--- config.mk ---
export PLATFORM = sky130hd
export DESIGN_NAME = serial_subtractor
export DESIGN_NICKNAME = d
export VERILOG_FILES = /design/src/rtl/serial_subtractor.sv
export SDC_FILE = /design/constraint.sdc
export NUM_CORES = 1
export LEC_CHECK = 0
export ABC_AREA = 1
export CAP_MARGIN = 20
export CORE_UTILIZATION = 45
export CTS_CLUSTER_SIZE = 40
export DETAILED_ROUTE_END_ITERATION = 7
export PLACE_DENSITY = 0.7
export SYNTH_ARGS = -nofsm -noshare
export SYNTH_HDL_FRONTEND = slang
export SYNTH_SLANG_ARGS = --single-unit
--- constraint.sdc ---
create_clock -name clk -period 3.4 [get_ports clk]
set_input_delay 0.51 -clock clk [delete_from_list [all_inputs] [get_ports clk]]
set_output_delay 0.51 -clock clk [all_outputs]
set_load 0.05 [all_outputs]
--- src/rtl/serial_subtractor.sv ---
// Digit-serial subtractor: d = a - b - b_in, DIGIT bits per cycle, LSB slice first.
// Optional signed-overflow output ovf is enabled by defining SERIAL_SUB_OVF_EN.
module serial_subtractor #(
  parameter int WIDTH = 8,
  parameter int DIGIT = 1
) (
  input  logic             clk,
  input  logic             rst_n,
  input  logic             start,
  input  logic [WIDTH-1:0] a,
  input  logic [WIDTH-1:0] b,
  input  logic             b_in,
  output logic             busy,
  output logic             done,
  output logic [WIDTH-1:0] d,
  output logic             b_out
`ifdef SERIAL_SUB_OVF_EN
  ,
  output logic             ovf
`endif
);

  localparam int N  = WIDTH / DIGIT;
  localparam int CW = (N > 1) ? $clog2(N) : 1;

  generate
    if (WIDTH < 2 || DIGIT < 1 || (WIDTH % DIGIT) != 0) begin : g_bad_params
      $error("serial_subtractor: WIDTH must be >= 2 and a multiple of DIGIT");
    end
  endgenerate

  typedef enum logic [1:0] {IDLE, RUN, DONE} state_t;

  state_t           state, state_nxt;
  logic [WIDTH-1:0] a_reg, b_reg, acc, acc_nxt;
  logic             borrow;
  logic [CW-1:0]    cnt;
  logic             last, accept;
  logic [DIGIT:0]   slice;
`ifdef SERIAL_SUB_OVF_EN
  logic             a_msb, b_msb;
`endif

  assign accept = start && (state != RUN);
  assign last   = (cnt == '0);
  assign busy   = (state == RUN);
  assign done   = (state == DONE);

  // Slice difference; bit DIGIT is the borrow out of the slice.
  assign slice = {1'b0, a_reg[DIGIT-1:0]} - {1'b0, b_reg[DIGIT-1:0]}
               - (DIGIT+1)'(borrow);

  generate
    if (N == 1) begin : g_single
      assign acc_nxt = slice[DIGIT-1:0];
    end else begin : g_multi
      assign acc_nxt = {slice[DIGIT-1:0], acc[WIDTH-1:DIGIT]};
    end
  endgenerate

  always_ff @(posedge clk or negedge rst_n) begin
    if (!rst_n) state <= IDLE;
    else        state <= state_nxt;
  end

  always_comb begin
    state_nxt = state;
    case (state)
      IDLE:    if (start) state_nxt = RUN;
      RUN:     if (last)  state_nxt = DONE;
      DONE:    state_nxt = start ? RUN : IDLE;
      default: state_nxt = IDLE;
    endcase
  end

  always_ff @(posedge clk or negedge rst_n) begin
    if (!rst_n) begin
      a_reg  <= '0;
      b_reg  <= '0;
      acc    <= '0;
      borrow <= 1'b0;
      cnt    <= '0;
      d      <= '0;
      b_out  <= 1'b0;
`ifdef SERIAL_SUB_OVF_EN
      a_msb  <= 1'b0;
      b_msb  <= 1'b0;
      ovf    <= 1'b0;
`endif
    end else if (accept) begin
      a_reg  <= a;
      b_reg  <= b;
      acc    <= '0;
      borrow <= b_in;
      cnt    <= CW'(N - 1);
`ifdef SERIAL_SUB_OVF_EN
      a_msb  <= a[WIDTH-1];
      b_msb  <= b[WIDTH-1];
`endif
    end else if (state == RUN) begin
      a_reg  <= a_reg >> DIGIT;
      b_reg  <= b_reg >> DIGIT;
      acc    <= acc_nxt;
      borrow <= slice[DIGIT];
      cnt    <= cnt - CW'(1);
      // Outputs change only once the full difference is assembled.
      if (last) begin
        d     <= acc_nxt;
        b_out <= slice[DIGIT];
`ifdef SERIAL_SUB_OVF_EN
        ovf   <= (a_msb != b_msb) && (acc_nxt[WIDTH-1] != a_msb);
`endif
      end
    end
  end

endmodule

# == Yosys cells after proc, flatten, opt, wreduce, memory -nomap -nowiden ==
# Index checks and enable logic that the tools add are counted.
# word_totals
reg_bits,39
in_bits,20
out_inout_bits,11
wordCells,37
# op_classes
n_addsub,3
n_eq_ne,5
muxes,14
bitwise,1
reduce_logical,6
# ops
op,count
$mux W8,6
$mux W3,2
$pmux W2 S3,1
$mux W2,2
$ne A2 B1 Y1 const B,2
$logic_not A3 Y1,1
$mux W1,3
$reduce_and A3 Y1,1
$sub A3 B1 Y3 const B,1
$eq A2 B1 Y1 const B,1
$eq A2 B2 Y1 const B,1
$logic_not A2 Y1,1
$ne A2 B2 Y1 const B,1
$reduce_and A2 Y1,1
$reduce_bool A2 Y1,1
$sub A1 B1 Y2,1
$sub A2 B1 Y2,1
$logic_and A1 B1 Y1,1
$not A1 Y1,1

# == Logic depth before layout (Yosys ltp) ==
# Gate-level depths: netlist of the first run.
# depth
word_depth,4
mapped_depth,7
depth_no_buf,7

# == Worst setup path after synthesis of the first run ==
# Ideal clock, no wire load.
# synth_path
path_type,register -> output
from,register state[1]
to,output port done
arrival_ps,1077
required_ps,2890
path_slack_ps,1813
path_stages_with_launch,3
path_buffers,0
path_cell_list,dfrtp_1 > inv_2 > nor2_1
# synth_via
elab_chain_cells,1
# synth_rtl
item,line_no,rtl
from (decl),34,"state_t state, state_nxt;"
from (signal assigned),63,else state <= state_nxt;
$eq A2 B2 Y1,47,assign done = (state == DONE);
to (decl),14,"output logic done,"
# No other way between the ends.

# == Worst setup path after layout of the first run ==
# layout_path
from,register state[0]
to,output port busy
# layout_via
elab_chain_cells,1
# layout_rtl
item,line_no,rtl
$eq A2 B1 Y1,46,assign busy = (state == RUN);
to (decl),13,"output logic busy,"
# No other way between the ends.

==> reports/metrics.csv, run 1 <==
metric,value,unit
wl_per_cell,11.5,um
clk_pin_slew,0.07,ns
min_period_over_period,63.3,%
setup_ws,1.25,ns
end_kind,output pin,
syn-instance-count,192,
dp_cells,261,
ys_types,18,
place_ws,1.46,ns
outcome,"complete, no violations",
slew_violations,0,
antenna_found_initial,0,
h-tree-depth,2,
hold_buffers,0,
ant_nets,0,
drt-pass1-iter-count,4,
synth.area.top_cells,"dfrtp_1 (54%), nand3_1 (14%), nand2_1 (14%)",
die_w,64.6,um
place_area,0.00204,mm^2
final_layout_size_suffix_gt1_share,11.8,%
syn_nets,215,
start_util,47.4,%
fin_cells,269,
synth_warnings,0,
vias,1327,
die_h,64.6,um
n_antenna_cell,0,
slew_headroom,36.7,%
cts-buffers-inserted,5,
grt_max_degree,49,
grt_pass1_vias,1222,
synth_top_area_share,54.0,%
p_leak,1.05,nW
cts_tree,yes,
setup_tns,0,ns
path_max_fanout,4,
grt_use_total,17.5,%
cts_resized,0,
clockRootBuffer,clkbuf_8,
min_path_type,in -> async,
tightest_slew,0.946,ns
io_buffers,30,
syn_area,0.00176,mm^2
nets,243,
multi_input_area,679,um^2
avgSynthCellArea,9.18,um^2
gp_congestion,0.741,
fin_crit,2.15,ns
nFillCells,346,
setup_viol,0,
num_rows,22,
vias_per_cell,4.93,
critPathArrivalTime,1.64,ns
clkLatencyLatePin,0.29,ns
dieArea,0.00417,mm^2
synthToLayoutAreaGrowth,21.1,%
grt_overflow,0,
top_level_ports,31,
rsz0062_at_grt,false,
first_iter_violations,73,
fin_skew,0.00540,ns
drcViolationCount,0,
postCtsSetupBuffers,0,
ys_ff_latch,38,
clockBufferDepth,2,
p_per_area,898,mW/mm^2
crit_path_start_kind,flip-flop,
maxCapViolations,0,
fin_area,0.00213,mm^2
core-area,0.00372,mm^2
required,2.89,ns
hold_viol_final,0,
ys_seq_area_share,54.0,%
ir_worst_vdd,432,uV
dp_hpwl,2.01,mm
grt_first_pass_wirelength,5.52,mm
clock.fmax,0.464,GHz
finalWirelength,3.11,mm
finish.utilization,57.4,%
yosys.area.top_type,dfrtp_1,
cts.sinks,38,
criticalPathCategory,reg -> out,
seqCellArea,951,um^2
cell families after synthesis:
logic type | share of synthesized area, %
buf+inv | 7.46
compound gates | 0.639
simple gates | 35.4
flops | 54.0
fa+ha+maj | 2.56
area by class of cell:
cell class                 count  area share (%)
clock buffer                   7            4.05
timing repair buffer          32            14.5
tap                           48            2.82
inverter                      11            1.94
clock inverter                 1           0.235
multi-input combinational    132            31.8
sequential                    38            44.6
critical path, cell delays in order, from the launching register on:
cell	delay, ns
dfrtp_1	0.42
inv_2	0.06
nor2_4	0.08
clkdlybuf4s50_1	0.80
path summary, 6_finish.rpt:
path,start,endpoint,slack (ns),cells after the start
setup / recovery,state[0],busy,1.25,3
hold / removal,rst_n,a_reg[3],0.32,1
setup reg to reg,state[1],d[7],1.79,5
hold reg to reg,b_out,b_out,0.48,2
max in group asynchronous,rst_n,b_reg[2],2.58,1
min in group clk,b_out,b_out,0.48,2
per-layer routing:
layer	vias up	share of wire, %	track usage (%)
met2	24	46	26.4
met4	0	1.7	6.67
met3	7	3.1	5.28
li1	679	-	-
met5	-	0	0
met1	617	49	23.5
power by group:
part           internal (mW)  total [mW]  switching, mW
Sequential             0.641       0.755          0.113
Clock                  0.163       0.308          0.145
Combinational          0.295       0.854          0.559
Total                   1.10        1.92          0.817
synthesized netlist by cell type:
library cell  instances
buf_12                1
buf_2                 5
buf_4                 3
buf_6                 2
dfrtp_1              38
fa_1                  1
ha_1                  2
inv_1                 8
inv_2                 3
nand2_1              64
nand2_2               2
nand3_1              49
nand3_2               9
nor2_1                1
nor2_4                1
nor2_8                1
o21ai_1               1
o22ai_1               1
through the flow:
step | total power, mW | hold slack (ns)
global placement | 1.60 | 0.454
floorplan | 1.44 | 0.214
detailed placement | 1.62 | 0.466
CTS | 1.94 | 0.347
finish | 1.92 | 0.315
global route | 2.08 | 0.379
cells in the final DEF, fill, tap and decap left out, drive strengths merged:
cell,n
fa,1
nor2,3
clkbuf,7
buf,3
o21ai,1
clkinv,1
clkdlybuf4s50,29
nand2,66
o22ai,1
ha,2
dfrtp,38
nand3,58
inv,11
No activity file was read; power rests on OpenSTA's default activity.
==> run 2: changes to the inputs <==
==> constraint.sdc (replaced) <==
create_clock -name clk -period 2 [get_ports clk]
set_input_delay 0.3 -clock clk [delete_from_list [all_inputs] [get_ports clk]]
set_output_delay 0.3 -clock clk [all_outputs]
set_load 0.05 [all_outputs]
==> run 2 against run 1 <==
  * Cell area is 1.3% higher
  * Wire length is 2.1% higher
  * Core utilization is 0.74 points higher
==> reports/metrics.csv, run 2 (synthesis gave the netlist of run 1 again) <==
metric,value,unit,change
fin_crit,1.74,ns,
top_level_ports,31,,unchanged
ir_worst_vdd,681,uV,was 432 uV
die_h,64.6,um,unchanged
worst-path-stages,1,,was 3
crit_chain,clkdlybuf4s50_1,,"was inv_2, nor2_4, clkdlybuf4s50_1"
p_per_area,1550,mW/mm^2,was 898 mW/mm^2
nFillCells,361,,was 346
maxCapViolations,0,,unchanged
synthToLayoutAreaGrowth,22.7,%,was 21.1%
dieArea,0.00417,mm^2,unchanged
io_buffers,30,,unchanged
p_leak,1.06,nW,was 1.05 nW
min_period_over_period,87.1,%,
die_w,64.6,um,unchanged
cts-buffers-inserted,5,,unchanged
crit_path_start_kind,flip-flop,,unchanged
first_iter_violations,73,,unchanged
clk_pin_slew,0.07,ns,about the same
grt_first_pass_wirelength,5.51,mm,was 5.52 mm
worst_path_largest_cell_delay,0.80,ns,about the same
final_cell_mix,"nand2_1 (64), nand3_1 (49), dfrtp_1 (38), clkdlybuf4s50_1 (27), nand3_2 (9)",,"was nand2_1 (64), nand3_1 (49), dfrtp_1 (38), clkdlybuf4s50_1 (29), nand3_2 (9)"
clockRootBuffer,clkbuf_8,,unchanged
drt-pass1-iter-count,4,,unchanged
num_rows,22,,unchanged
finalWirelength,3.17,mm,was 3.11 mm
setup_viol,0,,unchanged
path_max_fanout,2,,was 4
gp_congestion,0.715,,was 0.741
slew_headroom,44.9,%,was 36.7%
grt_overflow,0,,unchanged
cp_top_family,buffers and inverters,,unchanged
core-area,0.00372,mm^2,unchanged
grt_max_degree,39,,was 49
wl_per_cell,11.7,um,was 11.5 um
gr-usage-met3,5.28,%,unchanged
vias_per_cell,4.99,,was 4.93
final_common_cell,nand2_1,,unchanged
dp_hpwl,2.15,mm,was 2.01 mm
drcViolationCount,0,,unchanged
clockBufferDepth,2,,unchanged
place_area,0.00207,mm^2,was 0.00204 mm^2
crit_slowest_cell,clkdlybuf4s50_1,,unchanged
end_kind,output pin,,unchanged
top_usage_layer,met2,,unchanged
clock.fmax,0.574,GHz,
slew_violations,0,,unchanged
rrSetupSlack,0.60,ns,was 1.79 ns
place_ws,0.476,ns,was 1.46 ns
rsz0062_at_grt,false,,unchanged
finish.utilization,58.1,%,was 57.4%
required,1.70,ns,was 2.89 ns
start_util,47.4,%,unchanged
cts_resized,0,,unchanged
clkLatencyLatePin,0.28,ns,was 0.29 ns
vias,1348,,was 1327
final_layout_size_suffix_gt1_share,13.1,%,was 11.8%
antenna_found_initial,0,,unchanged
grt_pass1_vias,1179,,was 1222
setup_ws,0.258,ns,was 1.25 ns
outcome,"complete, no violations",,unchanged
h-tree-depth,2,,unchanged
criticalPathCategory,reg -> out,,unchanged
nets,244,,was 243
n_antenna_cell,0,,unchanged
postCtsSetupBuffers,0,,unchanged
tightest_slew,0.827,ns,was 0.946 ns
min_path_type,in -> async,,unchanged
cts_tree,yes,,unchanged
cts.sinks,38,,unchanged
worst_hold_slack,0.109,ns,was 0.315 ns
worstRegToRegCells,5,,unchanged
setup_tns,0,ns,unchanged
hold_viol_final,0,,unchanged
use_met1,24.2,%,was 23.5%
gr-usage-met2,25.9,%,was 26.4%
path_buf_inv,1,,was 2
ant_nets,0,,unchanged
critPathArrivalTime,1.44,ns,was 1.64 ns
fin_area,0.00216,mm^2,was 0.00213 mm^2
grt_use_total,17.3,%,was 17.5%
hold_buffers,0,,unchanged
fin_skew,0.00363,ns,was 0.00540 ns
==> run 2: cell types whose count changed in the layout (fill, tap and decap cells not counted) <==
cell	before	now
buf_4	2	3
clkdlybuf4s50_1	29	27
buf_12	0	2
==> run 2: power breakdown <==
| group | leakage (nW) | total (mW) | switching, mW | internal [mW] |
|---|---|---|---|---|
| Sequential | 0.483 | 1.28 | 0.191 | 1.09 |
| Clock | 0.0482 | 0.535 | 0.257 | 0.278 |
| Combinational | 0.531 | 1.53 | 0.965 | 0.561 |
| Total | 1.06 | 3.34 | 1.41 | 1.93 |
==> run 2: area by class of cell <==
type	count	area, um^2	area share (%)
well taps	48	60.1	2.78
clock inverters	1	5.00	0.232
clock buffers	7	86.3	4.00
inverters	11	41.3	1.91
flip-flops and latches	38	951	44.0
repair buffers	33	338	15.6
multi-input cells	132	679	31.4
==> run 2: per-layer routing <==
layer,share of wire (%),routed length [um],vias up
met1,49,1550,636
met5,0,0,-
li1,-,-,683
met4,0.57,18,0
met3,3.3,104,3
met2,47,1490,26
==> run 2: per-stage QoR <==
stage	total power, mW	instances
2_1_floorplan	2.45	192
3_3_place_gp	2.81	262
3_5_place_dp	2.84	262
4_1_cts	3.38	270
5_1_grt	3.59	270
6_report	3.34	270
==> run 2: final timing paths <==
kind                           from  endpoint
setup / recovery               d[1]      d[1]
hold / removal                rst_n  a_reg[4]
setup reg to reg           state[1]  a_reg[3]
hold reg to reg              acc[1]      d[0]
max in group asynchronous     rst_n  state[1]
min in group clk             acc[1]      d[0]
==> run 3: changes to the inputs <==
==> constraint.sdc (replaced) <==
create_clock -name clk -period 1.8 [get_ports clk]
set_input_delay 0.27 -clock clk [delete_from_list [all_inputs] [get_ports clk]]
set_output_delay 0.27 -clock clk [all_outputs]
set_load 0.05 [all_outputs]
==> run 3 against run 2 <==
  * Register-to-register slack got worse by 0.10 ns
  * Highest routed layer unchanged
  * Largest power group unchanged
  * Largest cell class unchanged
  * Critical path type unchanged
  * Wire length fell by 5.5%
  * Cell area rose by 1.4%
  * Non-clock buffer count rose by 3
==> reports/metrics.csv, run 3 (synthesis gave the netlist of run 1 again) <==
metric,value,unit,change
tightest_slew,0.486,ns,was 0.827 ns
drcViolationCount,0,,unchanged
clock.fmax,0.587,GHz,
grt_overflow,0,,unchanged
ir_worst_vdd,688,uV,was 681 uV
num_rows,22,,unchanged
die_w,64.6,um,unchanged
setup_viol,0,,unchanged
hold_buffers,0,,unchanged
min_path_type,in -> async,,unchanged
path_max_fanout,2,,unchanged
hold_viol_final,0,,unchanged
combPwrFrac,45.8,%,was 45.7%
first_iter_violations,110,,was 73
cts_resized,0,,unchanged
clkLatencyLatePin,0.28,ns,about the same
p_per_area,1690,mW/mm^2,was 1550 mW/mm^2
criticalPathCategory,reg -> out,,unchanged
final_common_cell,nand2_1,,unchanged
finalWirelength,3.00,mm,was 3.17 mm
core-area,0.00372,mm^2,unchanged
place_area,0.00210,mm^2,was 0.00207 mm^2
nFillCells,333,,was 361
cts.sinks,38,,unchanged
setup_tns,0,ns,unchanged
die_h,64.6,um,unchanged
grt_pass1_vias,1152,,was 1179
postCtsSetupBuffers,0,,unchanged
fin_area,0.00219,mm^2,was 0.00216 mm^2
cts-buffers-inserted,5,,unchanged
io_buffers,30,,unchanged
grt_max_degree,39,,unchanged
clockBufferDepth,2,,unchanged
grt_first_pass_wirelength,5.25,mm,was 5.51 mm
cp_top_family,buffers and inverters,,unchanged
ant_nets,0,,unchanged
clk_pin_slew,0.07,ns,about the same
fin_skew,0.00529,ns,was 0.00363 ns
critPathArrivalTime,1.43,ns,was 1.44 ns
crit_path_start_kind,flip-flop,,unchanged
wl_per_cell,11.0,um,was 11.7 um
p_clk_share,16.0,%,about the same
start_util,47.4,%,unchanged
cts_tree,yes,,unchanged
h-tree-depth,2,,unchanged
nets,247,,was 244
rrSetupSlack,0.50,ns,was 0.60 ns
path_buf_inv,1,,unchanged
vias,1335,,was 1348
slew_violations,0,,unchanged
antenna_found_initial,0,,unchanged
crit_slowest_cell,clkdlybuf4s50_1,,unchanged
vias_per_cell,4.89,,was 4.99
power.switching,1.55,mW,was 1.41 mW
synthToLayoutAreaGrowth,24.4,%,was 22.7%
p_leak,1.08,nW,was 1.06 nW
required,1.53,ns,was 1.70 ns
dieArea,0.00417,mm^2,unchanged
intPower,2.14,mW,was 1.93 mW
rsz0062_at_grt,false,,unchanged
gp_congestion,0.721,,was 0.715
grt_use_total,16.3,%,was 17.3%
n_antenna_cell,0,,unchanged
crit_chain,clkdlybuf4s50_1,,unchanged
final_cell_mix,"nand2_1 (64), nand3_1 (49), dfrtp_1 (38), clkdlybuf4s50_1 (25), nand3_2 (9)",,"was nand2_1 (64), nand3_1 (49), dfrtp_1 (38), clkdlybuf4s50_1 (27), nand3_2 (9)"
outcome,"complete, no violations",,unchanged
min_period_over_period,94.7,%,
seqPwrFrac,38.2,%,was 38.3%
final_layout_size_suffix_gt1_share,15.1,%,was 13.1%
top_level_ports,31,,unchanged
dp_hpwl,2.02,mm,was 2.15 mm
maxCapViolations,0,,unchanged
clockRootBuffer,clkbuf_8,,unchanged
end_kind,output pin,,unchanged
worst_path_largest_cell_delay,0.80,ns,about the same
drt-pass1-iter-count,4,,unchanged
slew_headroom,67.5,%,was 44.9%
switching_share,42.1,%,was 42.3%
fin_crit,1.70,ns,
==> run 3: path summary, 6_finish.rpt <==
path / startpoint / to / cells after the start
setup / recovery: d[0] / d[0] / 1
hold / removal: rst_n / a_reg[4] / 2
setup reg to reg: cnt[0] / d[0] / 7
hold reg to reg: d[7] / d[7] / 2
max in group asynchronous: rst_n / acc[1] / 2
min in group clk: d[7] / d[7] / 2
==> run 3: power by group through the flow <==
stage / clock network (mW) / logic, mW / registers, mW
6_report: 0.591 / 1.69 / 1.41
5_1_grt: 0.644 / 1.87 / 1.46
4_1_cts: 0.601 / 1.71 / 1.42
3_5_place_dp: 0 / 1.71 / 1.43
3_3_place_gp: 0 / 1.69 / 1.42
2_1_floorplan: 0 / 1.01 / 1.72
==> run 3: routing by layer <==
| layer | share of wire, % | global-route usage (%) | vias to the layer above |
|---|---|---|---|
| li1 | - | - | 691 |
| met3 | 2.5 | 4.75 | 6 |
| met4 | 1.5 | 5.00 | 0 |
| met5 | 0 | 0 | - |
| met2 | 46 | 24.1 | 18 |
| met1 | 50 | 22.9 | 620 |
==> run 3: cell type report <==
| class | instances | area (um^2) | share of cell area (%) |
|---|---|---|---|
| flip-flops and latches | 38 | 951 | 43.4 |
| clock buffers | 7 | 86.3 | 3.94 |
| clock inverters | 1 | 5.00 | 0.228 |
| inverters | 11 | 41.3 | 1.88 |
| well taps | 48 | 60.1 | 2.74 |
| repair buffers | 36 | 368 | 16.8 |
| multi-input cells | 132 | 679 | 31.0 |
==> run 3: worst reg2reg max path, stage by stage, from the launching register on <==
cell,delay (ns)
dfrtp_1,0.38
inv_1,0.07
ha_1,0.14
ha_1,0.20
inv_1,0.11
nor2_8,0.19
nand2_1,0.08
nand2_1,0.06
==> run 3: through the flow <==
stage                     setup WS [ns]  instances  power (mW)  util [%]  hold WS (ns)
after floorplan                   0.453        192        2.73         -       -0.0256
after global placement            0.417        265        3.12      56.5         0.344
after detailed placement          0.401        265        3.14      56.5         0.342
after CTS                        0.0851        273        3.73      59.0        0.0321
after global routing             0.0364        273        3.97      59.0        0.0520
final                            0.0953        273        3.69      59.0        0.0177
